`src/rtl/lsu_bus_if.sv`:
```
// Load/store unit between the core control FSM and a valid/ready data-memory bus.
// One transaction in flight at a time; every output is driven from a register.
module lsu_bus_if #(
    parameter int ADDR_W = 32,
    parameter int DATA_W = 32
) (
    input  logic                  clock,
    input  logic                  reset_n,
    input  logic                  lsu_reqValid,
    input  logic                  lsu_wen,
    input  logic [ADDR_W-1:0]     lsu_addr,
    input  logic [DATA_W-1:0]     lsu_wdata,
    input  logic [1:0]            lsu_size,
    input  logic                  lsu_signed,
    output logic                  lsu_respValid,
    output logic [DATA_W-1:0]     lsu_rdata,
    output logic                  lsu_err,
    output logic                  mem_reqValid,
    input  logic                  mem_reqReady,
    output logic [ADDR_W-1:0]     mem_addr,
    output logic                  mem_wen,
    output logic [DATA_W-1:0]     mem_wdata,
    output logic [DATA_W/8-1:0]   mem_wstrb,
    input  logic                  mem_respValid,
    input  logic [DATA_W-1:0]     mem_rdata,
    input  logic                  mem_respErr
);
    typedef enum logic [1:0] {ST_IDLE, ST_REQ, ST_WAIT, ST_RESP} state_t;
    typedef enum logic [1:0] {SZ_BYTE = 2'b00, SZ_HALF = 2'b01, SZ_WORD = 2'b10, SZ_BAD = 2'b11} size_t;

    state_t                state_q, state_d;
    size_t                 size_q, size_d, size_in;
    logic [1:0]            lane_q, lane_d;
    logic                  signed_q, signed_d;
    logic                  wen_q, wen_d;
    logic                  outstanding_q, outstanding_d;

    logic                  resp_valid_d;
    logic [DATA_W-1:0]     rdata_d;
    logic                  err_d;
    logic                  req_valid_d;
    logic [ADDR_W-1:0]     maddr_d;
    logic                  mwen_d;
    logic [DATA_W-1:0]     mwdata_d;
    logic [DATA_W/8-1:0]   mwstrb_d;

    logic                  bad_req;
    logic [DATA_W-1:0]     st_wdata;
    logic [DATA_W/8-1:0]   st_wstrb;
    logic [DATA_W-1:0]     lane;
    logic [DATA_W-1:0]     load_ext;

    assign size_in = size_t'(lsu_size);
    assign bad_req = (size_in == SZ_BAD)
                   || ((size_in == SZ_HALF) && lsu_addr[0])
                   || ((size_in == SZ_WORD) && (lsu_addr[1:0] != 2'b00));

    // Store lanes are replicated so the memory only needs to honour the strobes.
    always_comb begin
        st_wdata = lsu_wdata;
        st_wstrb = '1;
        case (size_in)
            SZ_BYTE: begin
                st_wdata = {4{lsu_wdata[7:0]}};
                st_wstrb = 4'b0001 << lsu_addr[1:0];
            end
            SZ_HALF: begin
                st_wdata = {2{lsu_wdata[15:0]}};
                st_wstrb = 4'b0011 << {lsu_addr[1], 1'b0};
            end
            default: begin
                st_wdata = lsu_wdata;
                st_wstrb = '1;
            end
        endcase
        if (!lsu_wen) begin
            st_wstrb = '0;
        end
    end

    assign lane = mem_rdata >> {lane_q, 3'b000};

    always_comb begin
        load_ext = mem_rdata;
        case (size_q)
            SZ_BYTE: load_ext = signed_q ? {{(DATA_W-8){lane[7]}}, lane[7:0]}
                                         : {{(DATA_W-8){1'b0}}, lane[7:0]};
            SZ_HALF: load_ext = signed_q ? {{(DATA_W-16){lane[15]}}, lane[15:0]}
                                         : {{(DATA_W-16){1'b0}}, lane[15:0]};
            default: load_ext = mem_rdata;
        endcase
    end

    always_comb begin
        state_d       = state_q;
        size_d        = size_q;
        lane_d        = lane_q;
        signed_d      = signed_q;
        wen_d         = wen_q;
        outstanding_d = outstanding_q;
        resp_valid_d  = 1'b0;
        rdata_d       = lsu_rdata;
        err_d         = lsu_err;
        req_valid_d   = mem_reqValid;
        maddr_d       = mem_addr;
        mwen_d        = mem_wen;
        mwdata_d      = mem_wdata;
        mwstrb_d      = mem_wstrb;

        case (state_q)
            ST_IDLE: begin
                if (lsu_reqValid) begin
                    size_d   = size_in;
                    lane_d   = lsu_addr[1:0];
                    signed_d = lsu_signed;
                    wen_d    = lsu_wen;
                    if (bad_req) begin
                        state_d      = ST_RESP;
                        resp_valid_d = 1'b1;
                        err_d        = 1'b1;
                        rdata_d      = '0;
                    end else begin
                        state_d     = ST_REQ;
                        req_valid_d = 1'b1;
                        maddr_d     = {lsu_addr[ADDR_W-1:2], 2'b00};
                        mwen_d      = lsu_wen;
                        mwdata_d    = st_wdata;
                        mwstrb_d    = st_wstrb;
                    end
                end
            end
            ST_REQ: begin
                // A response coinciding with acceptance is not legal and is not looked at here.
                if (mem_reqReady) begin
                    state_d       = ST_WAIT;
                    req_valid_d   = 1'b0;
                    outstanding_d = 1'b1;
                end
            end
            ST_WAIT: begin
                if (mem_respValid && outstanding_q) begin
                    state_d       = ST_RESP;
                    outstanding_d = 1'b0;
                    resp_valid_d  = 1'b1;
                    err_d         = mem_respErr;
                    rdata_d       = (wen_q || mem_respErr) ? '0 : load_ext;
                end
            end
            ST_RESP: begin
                state_d = ST_IDLE;
            end
            default: begin
                state_d = ST_IDLE;
            end
        endcase
    end

    always_ff @(posedge clock or negedge reset_n) begin
        if (!reset_n) begin
            state_q       <= ST_IDLE;
            size_q        <= SZ_BYTE;
            lane_q        <= '0;
            signed_q      <= 1'b0;
            wen_q         <= 1'b0;
            outstanding_q <= 1'b0;
            lsu_respValid <= 1'b0;
            lsu_rdata     <= '0;
            lsu_err       <= 1'b0;
            mem_reqValid  <= 1'b0;
            mem_addr      <= '0;
            mem_wen       <= 1'b0;
            mem_wdata     <= '0;
            mem_wstrb     <= '0;
        end else begin
            state_q       <= state_d;
            size_q        <= size_d;
            lane_q        <= lane_d;
            signed_q      <= signed_d;
            wen_q         <= wen_d;
            outstanding_q <= outstanding_d;
            lsu_respValid <= resp_valid_d;
            lsu_rdata     <= rdata_d;
            lsu_err       <= err_d;
            mem_reqValid  <= req_valid_d;
            mem_addr      <= maddr_d;
            mem_wen       <= mwen_d;
            mem_wdata     <= mwdata_d;
            mem_wstrb     <= mwstrb_d;
        end
    end

`ifndef SYNTHESIS
    // The control FSM must wait for lsu_respValid before issuing another request.
    always_ff @(posedge clock) begin
        if (reset_n) begin
            assert (!(lsu_reqValid && (state_q != ST_IDLE)))
                else $warning("lsu_reqValid outside IDLE ignored");
        end
    end
`endif

endmodule
```
`config.mk`:
```
export PLATFORM = sky130hd
export DESIGN_NAME = lsu_bus_if
export DESIGN_NICKNAME = d
export VERILOG_FILES = /design/src/rtl/lsu_bus_if.sv
export SDC_FILE = /design/constraint.sdc
export NUM_CORES = 1
export LEC_CHECK = 0
export ABC_AREA = 1
export CORE_ASPECT_RATIO = 1.4
export CORE_MARGIN = 2
export CORE_UTILIZATION = 27
export DETAILED_ROUTE_END_ITERATION = 12
export HOLD_SLACK_MARGIN = 0.12
export SLEW_MARGIN = 25
export SYNTH_ARGS = -nofsm -noshare
export SYNTH_HDL_FRONTEND = slang
export SYNTH_SLANG_ARGS = --single-unit
```
`constraint.sdc`:
```
create_clock -name clock -period 1.6 [get_ports clock]
set_input_delay 0.32 -clock clock [delete_from_list [all_inputs] [get_ports clock]]
set_output_delay 0.32 -clock clock [all_outputs]
set_load 0.005 [all_outputs]
```
==> impl_metrics.json, run 1 <==
{
  "outcome": "complete, but fails checks",
  "failed_checks": "setup timing",
  "yosysWarnings": 0,
  "timing.critical_path.arrival_ps": 1930,
  "worst_path_cell_with_the_longest_stage_delay": "sky130_fd_sc_hd__dfrtp_1",
  "final_period_minus_worst_setup_slack_ps": 1641,
  "routabilityCongestion": 0.8529,
  "reg2reg_from": "state_q[0]",
  "floorplan.die.width_um": 123.2,
  "period_share": 1.026,
  "die_height_um": 170.9,
  "wire_length_of_the_first_global_routing_pass_um": 27480,
  "hold_path_class": "in -> async",
  "synth_most_common_cell": "sky130_fd_sc_hd__nand2_1",
  "drt-initial-drc-count": 323,
  "cts_made_buffers": 9,
  "power.leakage_nw": 4.450,
  "final_antenna_net_count": 0,
  "number_of_hold_violations_in_the_final_report": 0,
  "critical_path.top_delay_family": "simple AND/OR/NAND/NOR gates",
  "via_density": 4.516,
  "floorplan.io_pins": 210,
  "drt-wirelength-per-cell_um": 14.75,
  "finalCoreUtilization": 0.4424,
  "die_area_mm2": 0.02106,
  "dr_total_vias": 5483,
  "htree_levels": 3,
  "num-fill-cells": 1986,
  "timing.fmax_mhz": 609.2,
  "fin_skew_ps": 5.608,
  "grt.total_usage": 0.1669,
  "drv_slew": 0,
  "path_clk_slew_ps": 70,
  "critPathBufInv": 4,
  "syn_inst": 706,
  "grt_pass1_vias": 5385,
  "cell_taking_the_most_area_after_synthesis": "sky130_fd_sc_hd__dfrtp_1",
  "layout-area-overhead-vs-synth_pct": 62.12,
  "detailed_place_hpwl_um": 13210,
  "layout_cell_share_with_drive_strength_beyond_1": 0.1414,
  "maxcap_viol_count": 0,
  "grt_antenna_before_repair": 0,
  "diodes": 0,
  "netlist_area_mm2": 0.005374,
  "drt_pre_antenna_iters": 4,
  "regToRegEndpoint": "lsu_rdata[22]",
  "setup-violations-final": 15,
  "critPathKind": "reg -> reg",
  "yosys_register_bits": 111,
  "synth.yosys.seq_area_share": 0.5169,
  "overflow": 0,
  "post-route-drc-count": 0,
  "tritoncts": "done",
  "worstSetupStartpointType": "flip-flop",
  "synth_enable_flop_cells": 0,
  "worstPathMaxFanout": 6,
  "clockBufferDepth": 2,
  "r2r_slack_ps": -40,
  "grt_setup_unrepaired": "yes",
  "crit_path_max_incr_delay_ps": 390,
  "numPortBuffers": 207,
  "post_layout_nonfiller_instances": 1214,
  "placed_cells": 1185,
  "cp_cell_sequence": "inv_2, ha_4, inv_2, nor2_2, nand2_1, inv_2, nand3_4, clkbuf_16, nor2_2, nand2_1, nand2_1",
  "clock-root-buffer": "sky130_fd_sc_hd__clkbuf_16",
  "r2r.worst_path.cells": 11,
  "fin_area_mm2": 0.008712,
  "fin_nets": 1067,
  "ys.flop_type": "sky130_fd_sc_hd__dfrtp_1",
  "worst_setup_path_end_kind": "flip-flop",
  "power.density_mw_per_mm2": 1609,
  "ir_worst_vdd_mv": 0.7222,
  "setup_ws_ps": -41.41,
  "syn_area_per_cell_um2": 7.612,
  "floorplan.core_area_mm2": 0.01969,
  "clkLatencyLatePin_ps": 340,
  "initial_utilization": 0.2729,
  "placementRows": 61,
  "cts.sinks": 111,
  "synthTopCellsByArea": "sky130_fd_sc_hd__dfrtp_1, sky130_fd_sc_hd__nand2_1, sky130_fd_sc_hd__o21ai_0, sky130_fd_sc_hd__nor2_1, sky130_fd_sc_hd__o21ai_1",
  "synthTopCellsByCount": "sky130_fd_sc_hd__nand2_1, sky130_fd_sc_hd__dfrtp_1, sky130_fd_sc_hd__nor2_1, sky130_fd_sc_hd__o21ai_0, sky130_fd_sc_hd__o21ai_1",
  "synthDistinctLibCells": 27,
  "postRouteWirelength_um": 17910,
  "pin_count_of_the_biggest_net_entering_global_routing": 49,
  "crit_required_ps": 1880,
  "final_hold_slack_ps": 429.1,
  "synth.top_cell.area_share": 0.5169,
  "post_dp_cell_area_mm2": 0.008074,
  "async_flop_share": 1.000
}
==> sequential cells by signal, indices dropped and copies added (netlist names) <==
signal / flops
lane_q: 2
lsu_err: 1
lsu_rdata: 32
lsu_respValid: 1
mem_addr: 30
mem_reqValid: 1
mem_wdata: 32
mem_wen: 1
mem_wstrb: 4
outstanding_q: 1
signed_q: 1
size_q: 2
state_q: 2
wen_q: 1
==> metal layers <==
layer / track usage / wire, um / up-vias
met3: 0.04767 / 1373 / 18
li1: - / - / 2727
met2: 0.2869 / 9150 / 191
met5: 0 / 0 / -
met4: 0.04842 / 298 / 0
met1: 0.2008 / 7084 / 2547
==> what timing repair did <==
item / 4_1_cts / 5_1_grt
cloned: 0 / 3
setup endpoints to repair: 35 / 108
hold buffers: 1 / 0
pin swaps: 3 / 13
resized for setup: 10 / 71
buffers inserted: 0 / 9
hold endpoints to repair: 20 / 0
==> final cells by class <==
cell class / instances / area [um2] / share of cell area
Tap cell: 252 / 315.3 / 0.03619
Sequential cell: 111 / 2778 / 0.3188
Multi-Input combinational cell: 529 / 2442 / 0.2803
Inverter: 32 / 123.9 / 0.01422
Timing Repair Buffer: 274 / 2768 / 0.3177
Clock inverter: 4 / 28.78 / 0.003303
Clock buffer: 12 / 256.5 / 0.02944
==> cell usage in the layout, fill, tap and decap left out, types with 2 or more instances in the layout <==
cell / instances
sky130_fd_sc_hd__dlymetal6s2s_1: 21
sky130_fd_sc_hd__clkinvlp_4: 3
sky130_fd_sc_hd__ha_4: 2
sky130_fd_sc_hd__inv_2: 10
sky130_fd_sc_hd__nand3_1: 29
sky130_fd_sc_hd__clkbuf_8: 2
sky130_fd_sc_hd__inv_1: 20
sky130_fd_sc_hd__nor2_4: 7
sky130_fd_sc_hd__clkdlybuf4s50_1: 183
sky130_fd_sc_hd__a21oi_2: 2
sky130_fd_sc_hd__nand2_1: 312
sky130_fd_sc_hd__clkbuf_16: 11
sky130_fd_sc_hd__nand2_4: 4
sky130_fd_sc_hd__o21ai_2: 3
sky130_fd_sc_hd__buf_4: 55
sky130_fd_sc_hd__a21oi_1: 20
sky130_fd_sc_hd__dlygate4sd2_1: 2
sky130_fd_sc_hd__nor2_2: 15
sky130_fd_sc_hd__nor2_1: 37
sky130_fd_sc_hd__dfrtp_1: 111
sky130_fd_sc_hd__o21ai_0: 43
sky130_fd_sc_hd__ha_1: 2
sky130_fd_sc_hd__nand2_2: 2
sky130_fd_sc_hd__nand3_4: 3
sky130_fd_sc_hd__buf_12: 8
sky130_fd_sc_hd__conb_1: 2
sky130_fd_sc_hd__o21ai_1: 36
sky130_fd_sc_hd__buf_6: 2
sky130_fd_sc_hd__nand3_2: 2
sky130_fd_sc_hd__nand4_1: 4
==> cells by family (layout without fill, tap and decap cells) <==
| kind of cell | count (synthesis) | count (layout) | synth area share |
|---|---|---|---|
| DFF | 111 | 111 | 0.5169 |
| buffers and inverters | 67 | 322 | 0.05844 |
| adders and majority gates | 4 | 4 | 0.009314 |
| and+or+nand+nor | 417 | 417 | 0.3148 |
| AOI/OAI and AO/OA | 106 | 106 | 0.09988 |
| other | 1 | 2 | 0.0006978 |
==> power breakdown <==
part	leakage (nW)	internal (mW)	switching (mW)
clock network	0.135	1.15	1.05
registers	1.43	3.98	0.703
logic	2.88	3.74	3.39
==> through the flow <==
stage                     TNS (ps)  setup WS [ps]  power (mW)
after floorplan                  0          85.09       7.531
after global placement      -20740         -263.3       11.38
after detailed placement    -23800         -271.6       11.45
after CTS                   -145.1         -27.79       13.78
after global routing         -2311         -135.0       15.10
final                       -423.3         -41.41       14.02
==> worst max-delay path by stage <==
stage	startpoint	to	slack, ps	cells after the start
after floorplan	state_q[0]	lsu_rdata[18]	90	10
after global placement	lsu_size[1]	mem_wdata[13]	-260	7
after detailed placement	lsu_size[1]	mem_wdata[13]	-270	7
after CTS	state_q[1]	lsu_rdata[29]	-30	10
after global routing	state_q[0]	lsu_rdata[22]	-130	11
final	state_q[0]	lsu_rdata[22]	-40	11
(Power assumes the default switching activity.)
==> run 2: changes to the inputs <==
- SLEW_MARGIN: 25 -> not set
==> results of run 2 <==
Same layout as run 1: the final DEF is identical, and so are final timing and power.
==> run 3: changes to the inputs <==
- CTS_BUF_LIST: not set -> sky130_fd_sc_hd__clkbuf_4 sky130_fd_sc_hd__clkbuf_8
- MAX_ROUTING_LAYER: not set -> met4
==> run 3 against run 2 <==
Net effect:
- the run still ends with setup timing left
- count of clock-buffer cells in the layout is the same
- largest power group unchanged
- clock skew up 6.2 ps
- critical endpoint unchanged
- critical path depth stayed put
- worst hold slack worse by 40 ps
- worst setup slack lost 3.0 ps
- cell count is 1.8% higher
- highest routed layer unchanged
==> impl_metrics.json, run 3 (synthesis gave the netlist of run 1 again) <==
{
  "intPower_mw": 8.116,
  "worst_path_cell_with_the_longest_stage_delay": "sky130_fd_sc_hd__dfrtp_1",
  "period_share": 1.028,
  "clock-root-buffer": "sky130_fd_sc_hd__clkbuf_8",
  "post_layout_nonfiller_instances": 1236,
  "via_density": 4.498,
  "routabilityCongestion": 0.8665,
  "numPortBuffers": 207,
  "floorplan.io_pins": 210,
  "grt_antenna_before_repair": 0,
  "clockBufferDepth": 2,
  "path_clk_slew_ps": 110,
  "dr_total_vias": 5560,
  "die_area_mm2": 0.02106,
  "outcome": "complete, but fails checks",
  "fin_skew_ps": 11.79,
  "power.leakage_nw": 4.862,
  "grt_pass1_vias": 5422,
  "failed_checks": "setup timing",
  "cts.sinks": 111,
  "switching_share_of_power": 0.3877,
  "timing.critical_path.arrival_ps": 1960,
  "final_antenna_net_count": 0,
  "pin_count_of_the_biggest_net_entering_global_routing": 49,
  "maxcap_viol_count": 0,
  "layout-area-overhead-vs-synth_pct": 62.54,
  "timing.fmax_mhz": 608.1,
  "clkLatencyLatePin_ps": 380,
  "initial_utilization": 0.2729,
  "critPathKind": "reg -> reg",
  "hold_path_class": "in -> async",
  "fin_nets": 1089,
  "crit_path_max_incr_delay_ps": 410,
  "cts_made_buffers": 9,
  "diodes": 0,
  "floorplan.die.width_um": 123.2,
  "worst_setup_path_end_kind": "flip-flop",
  "setup-violations-final": 16,
  "drv_slew": 0,
  "layout_commonest_cell": "sky130_fd_sc_hd__nand2_1",
  "post-route-drc-count": 0,
  "drt-wirelength-per-cell_um": 14.64,
  "final_period_minus_worst_setup_slack_ps": 1644,
  "power.density_mw_per_mm2": 1518,
  "crit_required_ps": 1910,
  "tritoncts": "done",
  "seqPwrFrac": 0.350,
  "ir_worst_vdd_mv": 0.7366,
  "die_height_um": 170.9,
  "drt_pre_antenna_iters": 4,
  "worstPathMaxFanout": 5,
  "power.combinational.fraction": 0.525,
  "grt_setup_unrepaired": "yes",
  "overflow": 0,
  "setup_ws_ps": -44.46,
  "worstSetupStartpointType": "flip-flop",
  "layout.cells.most_common_list": "sky130_fd_sc_hd__nand2_1, sky130_fd_sc_hd__dfrtp_1, sky130_fd_sc_hd__clkdlybuf4s50_1",
  "htree_levels": 3,
  "cp_cell_sequence": "inv_2, ha_4, inv_2, nor2_2, nand2_1, inv_2, nand3_4, clkbuf_16, nor2_2, nand2_1, nand2_1",
  "final_hold_slack_ps": 388.8,
  "detailed_place_hpwl_um": 13210,
  "postRouteWirelength_um": 18100,
  "number_of_hold_violations_in_the_final_report": 0,
  "layout_cell_share_with_drive_strength_beyond_1": 0.1626,
  "pwr-share-clk": 0.126,
  "grt.total_usage": 0.1717,
  "wire_length_of_the_first_global_routing_pass_um": 27470,
  "registers_with_the_most_flip_flops": "lsu_rdata: 32 flops, mem_wdata: 32 flops, mem_addr: 30 flops",
  "netSwitchingPower_mw": 5.139,
  "placed_cells": 1185,
  "drt-initial-drc-count": 316,
  "floorplan.core_area_mm2": 0.01969,
  "placementRows": 61
}
## run 3: cell count changes in the layout (fill, tap and decap cells not counted), moves of 2 or more
cell                              previous run  this run
sky130_fd_sc_hd__clkbuf_16                  11         2
sky130_fd_sc_hd__o21ai_1                    36        33
sky130_fd_sc_hd__clkbuf_8                    2        11
sky130_fd_sc_hd__clkdlybuf4s50_1           183       108
sky130_fd_sc_hd__dlygate4sd2_1               2        68
sky130_fd_sc_hd__o21ai_2                     3         6
sky130_fd_sc_hd__dlymetal6s2s_1             21        30
sky130_fd_sc_hd__nor2_2                     15        12
sky130_fd_sc_hd__buf_4                      55        77
sky130_fd_sc_hd__nor2_4                      7         9
## run 3: power groups by stage
stage	clock [mW]	sequential (mW)	combinational, mW
after global placement	0	4.70	6.68
after detailed placement	0	4.71	6.74
after CTS	1.75	4.66	6.50
final	1.67	4.63	6.96
after floorplan	0	4.72	2.81
after global routing	1.83	4.78	7.73
## run 3: worst paths after layout
check	slack, ps	from	depth (start not counted)	endpoint
max reg2reg	-40	state_q[0]	11	lsu_rdata[22]
min in group clock	470	lsu_addr[21]	3	mem_addr[21]
max	-40	state_q[0]	11	lsu_rdata[22]
min	390	reset_n	2	lsu_rdata[6]
min reg2reg	470	mem_addr[29]	2	mem_addr[29]
max in group asynchronous	630	reset_n	3	mem_addr[3]
## run 3: worst max-delay path, delay by kind of cell (launching register included)
family | cells | cell delay, ps
buffers and inverters | 4 | 450
AND/OR/NAND/NOR | 6 | 550
adder cells (fa/ha/maj) | 1 | 170
flip-flops | 1 | 410
## run 3: area by class of cell
type / instances / area, um2
clock buffers: 12 / 158.9
clock inverters: 4 / 28.78
fillers: 2017 / 10960
inverters: 32 / 120.1
multi-input cells: 529 / 2461
flip-flops and latches: 111 / 2778
well taps: 252 / 315.3
repair buffers: 296 / 2873
## run 3: layer usage
layer	global-route usage	up-vias	share of wire
met5	-	-	0
met2	0.2895	184	0.52
met4	0.04743	0	0.013
met3	0.03733	17	0.068
li1	-	2775	-
met1	0.2056	2584	0.40
## run 3: metrics by stage
| step | setup slack (ps) | utilization | power, mW | TNS, ps | area (um2) |
|---|---|---|---|---|---|
| 2_1_floorplan | 85.09 | - | 7.531 | 0 | 5378 |
| 3_3_place_gp | -263.3 | 0.4100 | 11.38 | -20740 | 8074 |
| 3_5_place_dp | -271.6 | 0.4100 | 11.45 | -23800 | 8074 |
| 4_1_cts | -37.93 | 0.4217 | 12.90 | -237.2 | 8303 |
| 5_1_grt | -135.5 | 0.4436 | 14.33 | -2398 | 8735 |
| 6_report | -44.46 | 0.4436 | 13.26 | -493.4 | 8735 |
## run 3: what timing repair did
action	4_1_cts	5_1_grt
endpoints found under the hold margin	20	0
setup endpoints to repair	105	121
gates resized for setup	80	79
pin swaps	3	13
gates cloned	0	3
setup buffers	12	19
hold buffers	1	0
